## src/rtl/period_meter.sv

```systemverilog
// Rise-to-rise period and high-time meter for an asynchronous divided clock.
// Publishes each result with a one-cycle strobe, a lock flag and a sticky timeout.
module period_meter #(
    parameter int CNT_W       = 16,
    parameter int SYNC_STAGES = 2
) (
    input  logic             clk_in,
    input  logic             rst,
    input  logic             enable,
    input  logic             sig_in,
    output logic [CNT_W-1:0] period,
    output logic [CNT_W-1:0] high_time,
    output logic             meas_valid,
    output logic             locked,
    output logic             timeout
);

    localparam logic [CNT_W-1:0] CNT_MAX = '1;
    localparam logic [CNT_W-1:0] CNT_ONE = CNT_W'(1);

    typedef enum logic [1:0] {
        IDLE    = 2'd0,
        ARM     = 2'd1,
        MEASURE = 2'd2
    } state_t;

    state_t state, state_nxt;

    logic [SYNC_STAGES-1:0] sync_ff;
    logic                   sync_bit;
    logic                   prev;
    logic                   rise;
    logic                   fall;

    logic [CNT_W-1:0] cnt;
    logic [CNT_W-1:0] pending_high;
    logic             have_prev;

    logic             discard;
    logic             start;
    logic             capture;
    logic             saturate;

    // Input conditioning: synchroniser chain plus one previous-value flop
    always_ff @(posedge clk_in or posedge rst) begin
        if (rst) begin
            sync_ff <= '0;
            prev    <= 1'b0;
        end else begin
            sync_ff <= {sync_ff[SYNC_STAGES-2:0], sig_in};
            prev    <= sync_ff[SYNC_STAGES-1];
        end
    end

    assign sync_bit = sync_ff[SYNC_STAGES-1];
    assign rise     = sync_bit & ~prev;
    assign fall     = ~sync_bit & prev;

    always_ff @(posedge clk_in or posedge rst) begin
        if (rst) begin
            state <= IDLE;
        end else begin
            state <= state_nxt;
        end
    end

    // Dropping enable wins over everything, including a coincident rise
    always_comb begin
        state_nxt = state;
        discard   = 1'b0;
        start     = 1'b0;
        capture   = 1'b0;
        saturate  = 1'b0;
        if (!enable) begin
            state_nxt = IDLE;
            discard   = 1'b1;
        end else begin
            case (state)
                IDLE: begin
                    state_nxt = ARM;
                end
                ARM: begin
                    if (rise) begin
                        start     = 1'b1;
                        state_nxt = MEASURE;
                    end
                end
                MEASURE: begin
                    if (rise) begin
                        capture = 1'b1;
                    end else if (cnt == CNT_MAX) begin
                        saturate  = 1'b1;
                        state_nxt = ARM;
                    end
                end
                default: begin
                    state_nxt = IDLE;
                end
            endcase
        end
    end

    always_ff @(posedge clk_in or posedge rst) begin
        if (rst) begin
            cnt          <= '0;
            pending_high <= '0;
            have_prev    <= 1'b0;
            period       <= '0;
            high_time    <= '0;
            meas_valid   <= 1'b0;
            locked       <= 1'b0;
            timeout      <= 1'b0;
        end else begin
            meas_valid <= 1'b0;
            if (discard) begin
                cnt          <= '0;
                pending_high <= '0;
                have_prev    <= 1'b0;
                locked       <= 1'b0;
            end else if (start) begin
                cnt          <= CNT_ONE;
                pending_high <= '0;
                have_prev    <= 1'b0;
            end else if (capture) begin
                period       <= cnt;
                high_time    <= pending_high;
                meas_valid   <= 1'b1;
                timeout      <= 1'b0;
                // The first result after arming has nothing valid to compare against
                locked       <= have_prev && (cnt == period) && (cnt != '0);
                have_prev    <= 1'b1;
                cnt          <= CNT_ONE;
                pending_high <= '0;
            end else if (saturate) begin
                timeout      <= 1'b1;
                locked       <= 1'b0;
                have_prev    <= 1'b0;
                cnt          <= '0;
            end else if (state == MEASURE) begin
                cnt <= cnt + CNT_ONE;
                if (fall) begin
                    pending_high <= cnt;
                end
            end else if (state == IDLE) begin
                cnt <= '0;
            end
        end
    end

endmodule

```

## config.mk

```make
export PLATFORM = sky130hd
export DESIGN_NAME = period_meter
export DESIGN_NICKNAME = d
export VERILOG_FILES = /design/src/rtl/period_meter.sv
export SDC_FILE = /design/constraint.sdc
export NUM_CORES = 1
export LEC_CHECK = 0
export BUFFER_PORTS_ARGS = -buffer_cell sky130_fd_sc_hd__buf_4
export CAP_MARGIN = 20
export CORE_MARGIN = 1
export CORE_UTILIZATION = 35
export DETAILED_ROUTE_END_ITERATION = 8
export PLACE_DENSITY_LB_ADDON = 0.12
export SLEW_MARGIN = 5
export SYNTH_ARGS = -nofsm -noshare
export SYNTH_HDL_FRONTEND = slang
export SYNTH_SLANG_ARGS = --single-unit
```

## constraint.sdc

```tcl
create_clock -name clk_in -period 2.8 [get_ports clk_in]
set_input_delay 0.28 -clock clk_in [delete_from_list [all_inputs] [get_ports clk_in]]
set_output_delay 0.28 -clock clk_in [all_outputs]
set_load 0.005 [all_outputs]
```

==> flow_summary.ini, run 1 <==
[status]
status = completed

[cts]
cts_tree = done
cts-root-buf = clkbuf_8
post_cts_buffers = 0
hold_buffers = 0
clkLatencyLatePin_ns = 0.35
cts.repair.resized = 0
clock-sinks = 73
clockBufferDepth = 2
cts_buffers = 9
clk_pin_slew_ns = 0.08
h-tree-depth = 3

[sta]
hold_viol = 0
fin_crit_sh_pct = 77.6
fmax_mhz = 460
setup_viol_count_final = 0
grt_setup_unrepaired = false
tightest_slew_ns = 0.790
min_period_ns = 2.17
maxSlewHeadroom_pct = 47.2
fin_hold_ws_ns = 0.0284
fin_ws_ns = 0.628
report.final.slew_viol_count = 0
fin_skew_ns = 0.00968
tns_ns = 0

[yosys]
syn_inst = 350
syn_nets = 356
postSynth.asyncResetShare_pct = 100
synth_top_area_share_pct = 50.4
synth_cell_types = 54
synth_top_area_cell = dfrtp_1
syn_area_sq_um = 3620
synth.avg_cell_area_sq_um = 10.3
synth_seq_cells = 73
ys_seq_area_share_pct = 50.4
yosysWarnings = 0
ys_dominant_reg_cell = dfrtp_1
synth_edf_count = 0
synth_area_leaders = dfrtp_1 50%, nand2_1 4.9%, mux2i_1 4.7%

[place]
port_buffers = 38
dp_hpwl_microns = 5830
dp.cells = 503
place_ws_ns = 0.599
place_congestion = 0.824

[cells_and_area]
num_antenna_cells = 0
drive_above_1_share_pct = 25.2
finalNetCount = 387
layoutNonFillerInstCount = 518
area_delta_synth_final_pct = 16.1

[global_routing]
grt_pass1_wl_microns = 14100
antenna_found_initial = 0
grt_start_max_net_pins = 41
grt_overflow_total = 0
track_usage_pct = 16.8
grt_pass1_vias = 2570

[routing]
wl_per_cell_microns = 16.4
dr.pass1.iters = 4
vias = 2599
avgViaCountPerCell = 5.02
drt_wl_total_microns = 8510
ant_nets = 0
drt_iter0_drc = 136
drcViolationCount = 0

[critical_path]
crit_required_ns = 3.02
r2r_end = pending_high[7]
endpoint_kind = flip-flop
r2r_cells = 6
crit_type = flip-flop to flip-flop
r2r_start = cnt[1]
reg2reg_slack_ns = 0.63
cp.arrival_ns = 2.40
startpoint_type = flip-flop
crit_fanout = 16

[floorplan]
dieWidth_microns = 104
io_pins = 39
core_sq_um = 9910
rows = 36
chipHeight_microns = 104
dieArea_sq_um = 10800
start_util_pct = 36.6

[power_and_ir_drop]
power.density_nw_per_um2 = 491
p_seq_share_pct = 52.5
pwr-share-clk_pct = 42.0
p_comb_share_pct = 5.5
p_sw_share_pct = 24.4
vdd_drop_max_v = 0.000189
power.leakage_nw = 1.97
internal_power_mw = 1.56
switching_power_mw = 0.503

[hold_path]
hp-start = sig_in
hold_class = primary input to flip-flop
min_to = sync_ff[0]
whs_path_depth = 1

[run]
maxCapViolCount = 0
sequential cells by signal (all words and copies together), names as in the netlist:
| register | cells |
|---|---|
| cnt | 16 |
| have_prev | 1 |
| high_time | 16 |
| locked | 1 |
| meas_valid | 1 |
| pending_high | 16 |
| period | 16 |
| prev | 1 |
| state | 2 |
| sync_ff | 2 |
| timeout | 1 |
metrics by stage:
stage          utilization, %  power, mW  area, sq um
5_1_grt                  42.4       2.15         4210
6_report                 42.4       2.06         4210
2_1_floorplan               -       1.18         3620
3_5_place_dp             40.4       1.22         4000
4_1_cts                  42.4       2.09         4210
3_3_place_gp             40.4       1.22         4000
area by class of cell:
cell class	instances	area, sq um
clock inverters	4	51.3
multi-input cells	226	1550
fillers	1000	5700
clock buffers	11	151
repair buffers	47	365
flip-flops and latches	73	1830
inverters	24	90.1
well taps	133	166
cell usage after synthesis, types with 6 or more instances:
library cell	n
dfrtp_1	73
nand2_1	47
o21ai_0	28
inv_1	22
mux2i_1	17
xor2_1	16
mux2_2	13
nor2_1	11
clkbuf_1	10
a21oi_1	9
nand3_1	9
buf_2	8
nor4_1	7
a21oi_2	6
worst max-delay path, cell delays in order (launching register included):
cell	delay [ns]
dfrtp_1	0.52
ha_1	0.31
nand4_2	0.25
nor4_2	0.47
a21oi_4	0.09
buf_4	0.24
mux2i_1	0.15
power by group through the flow:
stage / Combinational, mW / Clock [mW] / Sequential, mW
finish: 0.114 / 0.867 / 1.08
global route: 0.127 / 0.941 / 1.08
CTS: 0.118 / 0.894 / 1.08
detailed placement: 0.118 / 0 / 1.10
global placement: 0.117 / 0 / 1.10
floorplan: 0.0929 / 0 / 1.09
logic make-up after synthesis:
group | after synthesis | synth area share [%]
and+or+nand+nor | 111 | 17.0
DFF | 73 | 50.4
AOI/OAI and AO/OA | 65 | 12.1
buffers and inverters | 51 | 6.67
muxes | 31 | 9.05
xor gates and xnor gates | 17 | 4.11
adders and majority gates | 2 | 0.691
layer usage:
metal	global-route usage, %	up-vias	part of all wire (%)
li1	-	1270	-
met1	23.8	1264	50
met2	25.6	53	44
met3	3.40	12	3.6
met4	5.92	0	1.7
met5	0	-	0
layout by cell type, fill, tap and decap left out, types with 2 or more instances in the layout:
master,Yosys,final
clkbuf_8,0,11
xor2_1,16,16
buf_4,4,46
or3_1,2,2
inv_1,22,21
o21a_1,3,3
inv_2,2,3
o41a_1,2,2
a22oi_1,2,2
ha_1,2,2
nand3b_1,3,3
nand2_1,47,47
nand4_1,5,5
nand3_1,9,9
a21oi_1,9,9
nor4_1,7,7
nor2b_1,3,3
dfrtp_1,73,73
or4_1,5,5
a21oi_2,6,6
mux2_2,13,13
mux2i_1,17,17
o21ai_0,28,28
a31oi_1,3,3
nand4_2,2,2
o31a_1,2,2
nor3_1,4,4
nand2b_1,2,2
nor2_1,11,11
and4_1,2,2
worst max path at each step:
stage,startpoint,endpoint,slack (ns),cells past startpoint
floorplan,rst,cnt[0],0.67,1
global placement,cnt[1],pending_high[10],0.67,6
detailed placement,sync_ff[1],period[3],0.60,4
CTS,sync_ff[1],period[5],0.59,4
global route,cnt[1],pending_high[13],0.46,6
finish,cnt[1],pending_high[7],0.63,6
Power figures use the tool's default switching activity.
==> run 2: changes to the inputs <==
clock period = 2.2 ns   (was 2.8 ns; I/O delays follow)
==> run 2 against run 1 <==
Combinational power up 59%. Critical endpoint is now pending_high[0]. Total power grew 30%. Largest power group unchanged. Register-to-register slack got worse by 0.47 ns. Sequential share of layout area is 1.5 points lower. Via count rose by 4.0%. Utilization rose by 1.6 points. Routed wire length rose by 3.3%. Critical path type unchanged. Clock skew rose by 0.0031 ns. Worst setup slack got worse by 0.47 ns. Clock power rose by 31%. Sequential power increased by 26%.
==> flow_summary.ini, run 2 (synthesis results as in run 1) <==
[status]
status = completed

[cells_and_area]
num_antenna_cells = 0
finalNetCount = 406
final_cell_mix = 73 x dfrtp_1, 63 x buf_4, 47 x nand2_1, 28 x o21ai_0, 21 x inv_1
layoutNonFillerInstCount = 538
drive_above_1_share_pct = 28.4
post-route-util_pct = 44.0
area_delta_synth_final_pct = 20.4
layout_commonest_cell = dfrtp_1

[cts]
h-tree-depth = 3
clockBufferDepth = 2
cts.repair.resized = 0
cts-root-buf = clkbuf_8
clk_pin_slew_ns = 0.09
clkLatencyLatePin_ns = 0.36
clock-sinks = 73
cts_tree = done
cts_buffers = 9

[routing]
drcViolationCount = 0
ant_nets = 0
drt_wl_total_microns = 8790
dr.pass1.iters = 4
wl_per_cell_microns = 16.3
avgViaCountPerCell = 5.03
vias = 2704
drt_iter0_drc = 165

[floorplan]
io_pins = 39
start_util_pct = 36.6
core_sq_um = 9910
chipHeight_microns = 104
dieWidth_microns = 104
rows = 36
dieArea_sq_um = 10800

[place]
dp.cells = 520
dp_hpwl_microns = 6000
place_congestion = 0.838
port_buffers = 38

[critical_path]
cp_slowest_stage_delay_ns = 0.65
crit_path_cell_trace = nor2b_1 > a211oi_2 > a21oi_4 > mux2i_1
r2r_start = state[0]
cp.arrival_ns = 2.33
path_depth = 4
crit_fanout = 16
startpoint_type = flip-flop
endpoint_kind = flip-flop
critPathBufInv = 0
crit_required_ns = 2.49
critPathLaunch = state[0]
critPathSlowestCell = a21oi_4
r2r_cells = 4
crit_type = flip-flop to flip-flop
critPathTopFamily = compound AO/OA/AOI/OAI gates

[sta]
fin_crit_sh_pct = 92.7
tightest_slew_ns = 0.812
min_period_ns = 2.04
fin_skew_ns = 0.0128
fmax_mhz = 490
hold_viol = 0
grt_setup_unrepaired = false
tns_ns = 0
report.final.slew_viol_count = 0
maxSlewHeadroom_pct = 45.7
setup_viol_count_final = 0
fin_hold_ws_ns = 0.161

[power_and_ir_drop]
power.density_nw_per_um2 = 615
vdd_drop_max_v = 0.000318
power.leakage_nw = 2.07

[hold_path]
hp-start = enable
hold_class = primary input to flip-flop
whs_path_depth = 2

[global_routing]
grt_start_max_net_pins = 46
track_usage_pct = 17.4
grt_overflow_total = 0
antenna_found_initial = 0
grt_pass1_vias = 2676
grt_pass1_wl_microns = 14700

[run]
maxCapViolCount = 0
## run 2: cell types whose count changed in the layout (fill, tap and decap cells not counted)
cell           previous run  this run
clkinv_4                  0         1
dlygate4sd3_1             0         2
inv_6                     1         3
clkbuf_8                 11        10
clkinv_2                  1         0
buf_4                    46        63
## run 2: area by class of cell
type                       count  area [sq um]
timing repair buffer          66           513
inverter                      24          90.1
multi-input combinational    226          1550
tap                          133           166
fill                         983          5550
sequential                    73          1830
clock inverter                 6          72.6
clock buffer                  10           138
## run 2: through the flow
step,area [sq um],total power [mW],setup slack (ns)
after floorplan,3620,1.50,0.127
after global placement,4130,1.57,0.234
after detailed placement,4130,1.57,0.156
after CTS,4360,2.73,0.153
after global routing,4360,2.79,0.0247
final,4360,2.68,0.160
## run 2: final timing paths
check | slack [ns] | end
worst min-delay path | 0.16 | state[1]
max in group asynchronous | 1.09 | pending_high[8]
min in group asynchronous | 0.45 | high_time[14]
worst max register to register | 0.16 | pending_high[0]
worst min register to register | 0.35 | sync_ff[1]
worst max-delay path | 0.16 | pending_high[0]
## run 2: metal layers
metal	track usage [%]	vias to the layer above	routed length, microns
met3	3.84	16	389
met1	24.2	1317	4260
met4	7.04	0	249
li1	-	1307	-
met5	0	-	0
met2	26.4	64	3900
## run 2: report_power, final
group          internal (mW)  switching, mW
Sequential              1.35         0.0105
Clock                  0.569          0.570
Combinational         0.0661          0.115
## run 2: what timing repair did
item | in CTS | in global routing
setup buffers | 0 | 0
hold endpoints to repair | 22 | 0
hold buffers | 2 | 0
==> run 3: changes to the inputs <==
clock period = 2.27 ns   (was 2.2 ns; I/O delays follow)
==> run 3 against run 2 <==
Worst hold slack improved by 0.0074 ns. First-iteration DRC count shrank 12%. Register-to-register slack better by 0.02 ns. Cell count decreased by 0.93%. Critical path depth up 1. Sequential cell count did not move. Cell area is essentially flat. Die area stayed put.
==> flow_summary.ini, run 3 (synthesis results as in run 1) <==
[cells_and_area]
num_antenna_cells = 0
area_delta_synth_final_pct = 20.5
layout_commonest_cell = dfrtp_1
final_cell_mix = 73 x dfrtp_1, 58 x buf_4, 47 x nand2_1, 28 x o21ai_0, 21 x inv_1
drive_above_1_share_pct = 27.3
fill_cells = 984
finalNetCount = 401
post-route-util_pct = 44.0
seqCellArea_sq_um = 1830
multi_input_area_sq_um = 1560

[place]
port_buffers = 38
place_ws_ns = 0.172
place_congestion = 0.838
dp_hpwl_microns = 5910

[power_and_ir_drop]
p_seq_share_pct = 47.8
pwr-share-clk_pct = 46.0
p_comb_share_pct = 6.2
p_sw_share_pct = 23.6
power.leakage_nw = 2.06
switching_power_mw = 0.653
vdd_drop_max_v = 0.000253
internal_power_mw = 2.11
power.density_nw_per_um2 = 632

[critical_path]
r2r_cells = 5
crit_required_ns = 2.54
crit_type = flip-flop to flip-flop
startpoint_type = flip-flop
reg2reg_slack_ns = 0.18
r2r_start = cnt[0]
r2r_end = pending_high[10]
crit_fanout = 16
endpoint_kind = flip-flop
cp.arrival_ns = 2.36

[hold_path]
whs_path_depth = 2
hp-start = enable
hold_class = primary input to flip-flop
min_to = state[1]

[routing]
dr.pass1.iters = 4
vias = 2653
drt_iter0_drc = 146
ant_nets = 0
wl_per_cell_microns = 15.9
avgViaCountPerCell = 4.98
drcViolationCount = 0
drt_wl_total_microns = 8490

[sta]
report.final.slew_viol_count = 0
grt_setup_unrepaired = false
tns_ns = 0
tightest_slew_ns = 0.782
fin_hold_ws_ns = 0.168
fin_skew_ns = 0.0105
min_period_ns = 2.09
setup_viol_count_final = 0
maxSlewHeadroom_pct = 47.7
fin_crit_sh_pct = 92.0
hold_viol = 0
fmax_mhz = 479
fin_ws_ns = 0.182

[floorplan]
rows = 36
start_util_pct = 36.6
chipHeight_microns = 104
dieWidth_microns = 104
core_sq_um = 9910
io_pins = 39
dieArea_sq_um = 10800

[cts]
h-tree-depth = 3
clockBufferDepth = 2
clock-sinks = 73
clkLatencyLatePin_ns = 0.35
clk_pin_slew_ns = 0.08
cts-root-buf = clkbuf_8
cts_buffers = 9
cts_tree = done
post_cts_buffers = 0

[status]
status = completed

[global_routing]
antenna_found_initial = 0
grt_overflow_total = 0
track_usage_pct = 17.0
grt_start_max_net_pins = 46
grt_pass1_vias = 2712
grt_pass1_wl_microns = 14300

[run]
maxCapViolCount = 0
==> run 3: changes by cell type in the layout (fill, tap and decap cells not counted), sizes merged <==
cell and delta:
buf -5, bufinv +2, inv -2
==> run 3: layout make-up <==
class / instances / share of cell area, %
clock buffers: 10 / 2.92
inverters: 24 / 2.06
multi-input cells: 226 / 35.8
clock inverters: 6 / 2.64
flip-flops and latches: 73 / 41.9
well taps: 133 / 3.81
repair buffers: 61 / 10.9
==> run 3: worst max path at each step <==
stage | startpoint | to | slack, ns | depth (start not counted)
2_1_floorplan | rst | cnt[0] | 0.19 | 1
3_3_place_gp | cnt[0] | pending_high[9] | 0.27 | 5
3_5_place_dp | cnt[0] | pending_high[0] | 0.17 | 5
4_1_cts | cnt[0] | pending_high[14] | 0.16 | 5
5_1_grt | cnt[0] | pending_high[7] | 0.05 | 5
6_report | cnt[0] | pending_high[10] | 0.18 | 5
==> run 3: worst max-delay path, cell delays in order (launching register included) <==
cell	delay [ns]
dfrtp_1	0.50
ha_1	0.32
nand4_2	0.20
nor4_4	0.08
a21oi_4	0.64
mux2i_1	0.26
==> run 3: power groups by stage <==
stage               Sequential (mW)  Combinational [mW]  Clock [mW]
global placement               1.35               0.171           0
finish                         1.32               0.171        1.27
CTS                            1.32               0.174        1.28
global route                   1.32               0.188        1.34
floorplan                      1.34               0.115           0
detailed placement             1.35               0.170           0
==> run 3: timing repair <==
item | 4_1_cts | 5_1_grt
setup endpoints to repair | 0 | 16
resized for setup | 0 | 1
hold buffers | 2 | 0
hold endpoints to repair | 22 | 0
==> run 3: metal layers <==
| layer | part of all wire [%] | up-vias | GRT usage [%] |
|---|---|---|---|
| met4 | 1.6 | 0 | 5.82 |
| met1 | 50 | 1290 | 23.3 |
| met3 | 2.7 | 12 | 3.46 |
| li1 | - | 1301 | - |
| met5 | 0 | - | 0 |
| met2 | 46 | 50 | 26.8 |
==> run 3: metrics by stage <==
stage / std cells / total power [mW] / instance area [sq um]
after floorplan: 350 / 1.46 / 3620
after global placement: 515 / 1.52 / 4090
after detailed placement: 515 / 1.52 / 4090
after CTS: 533 / 2.78 / 4360
after global routing: 533 / 2.85 / 4360
final: 533 / 2.76 / 4360
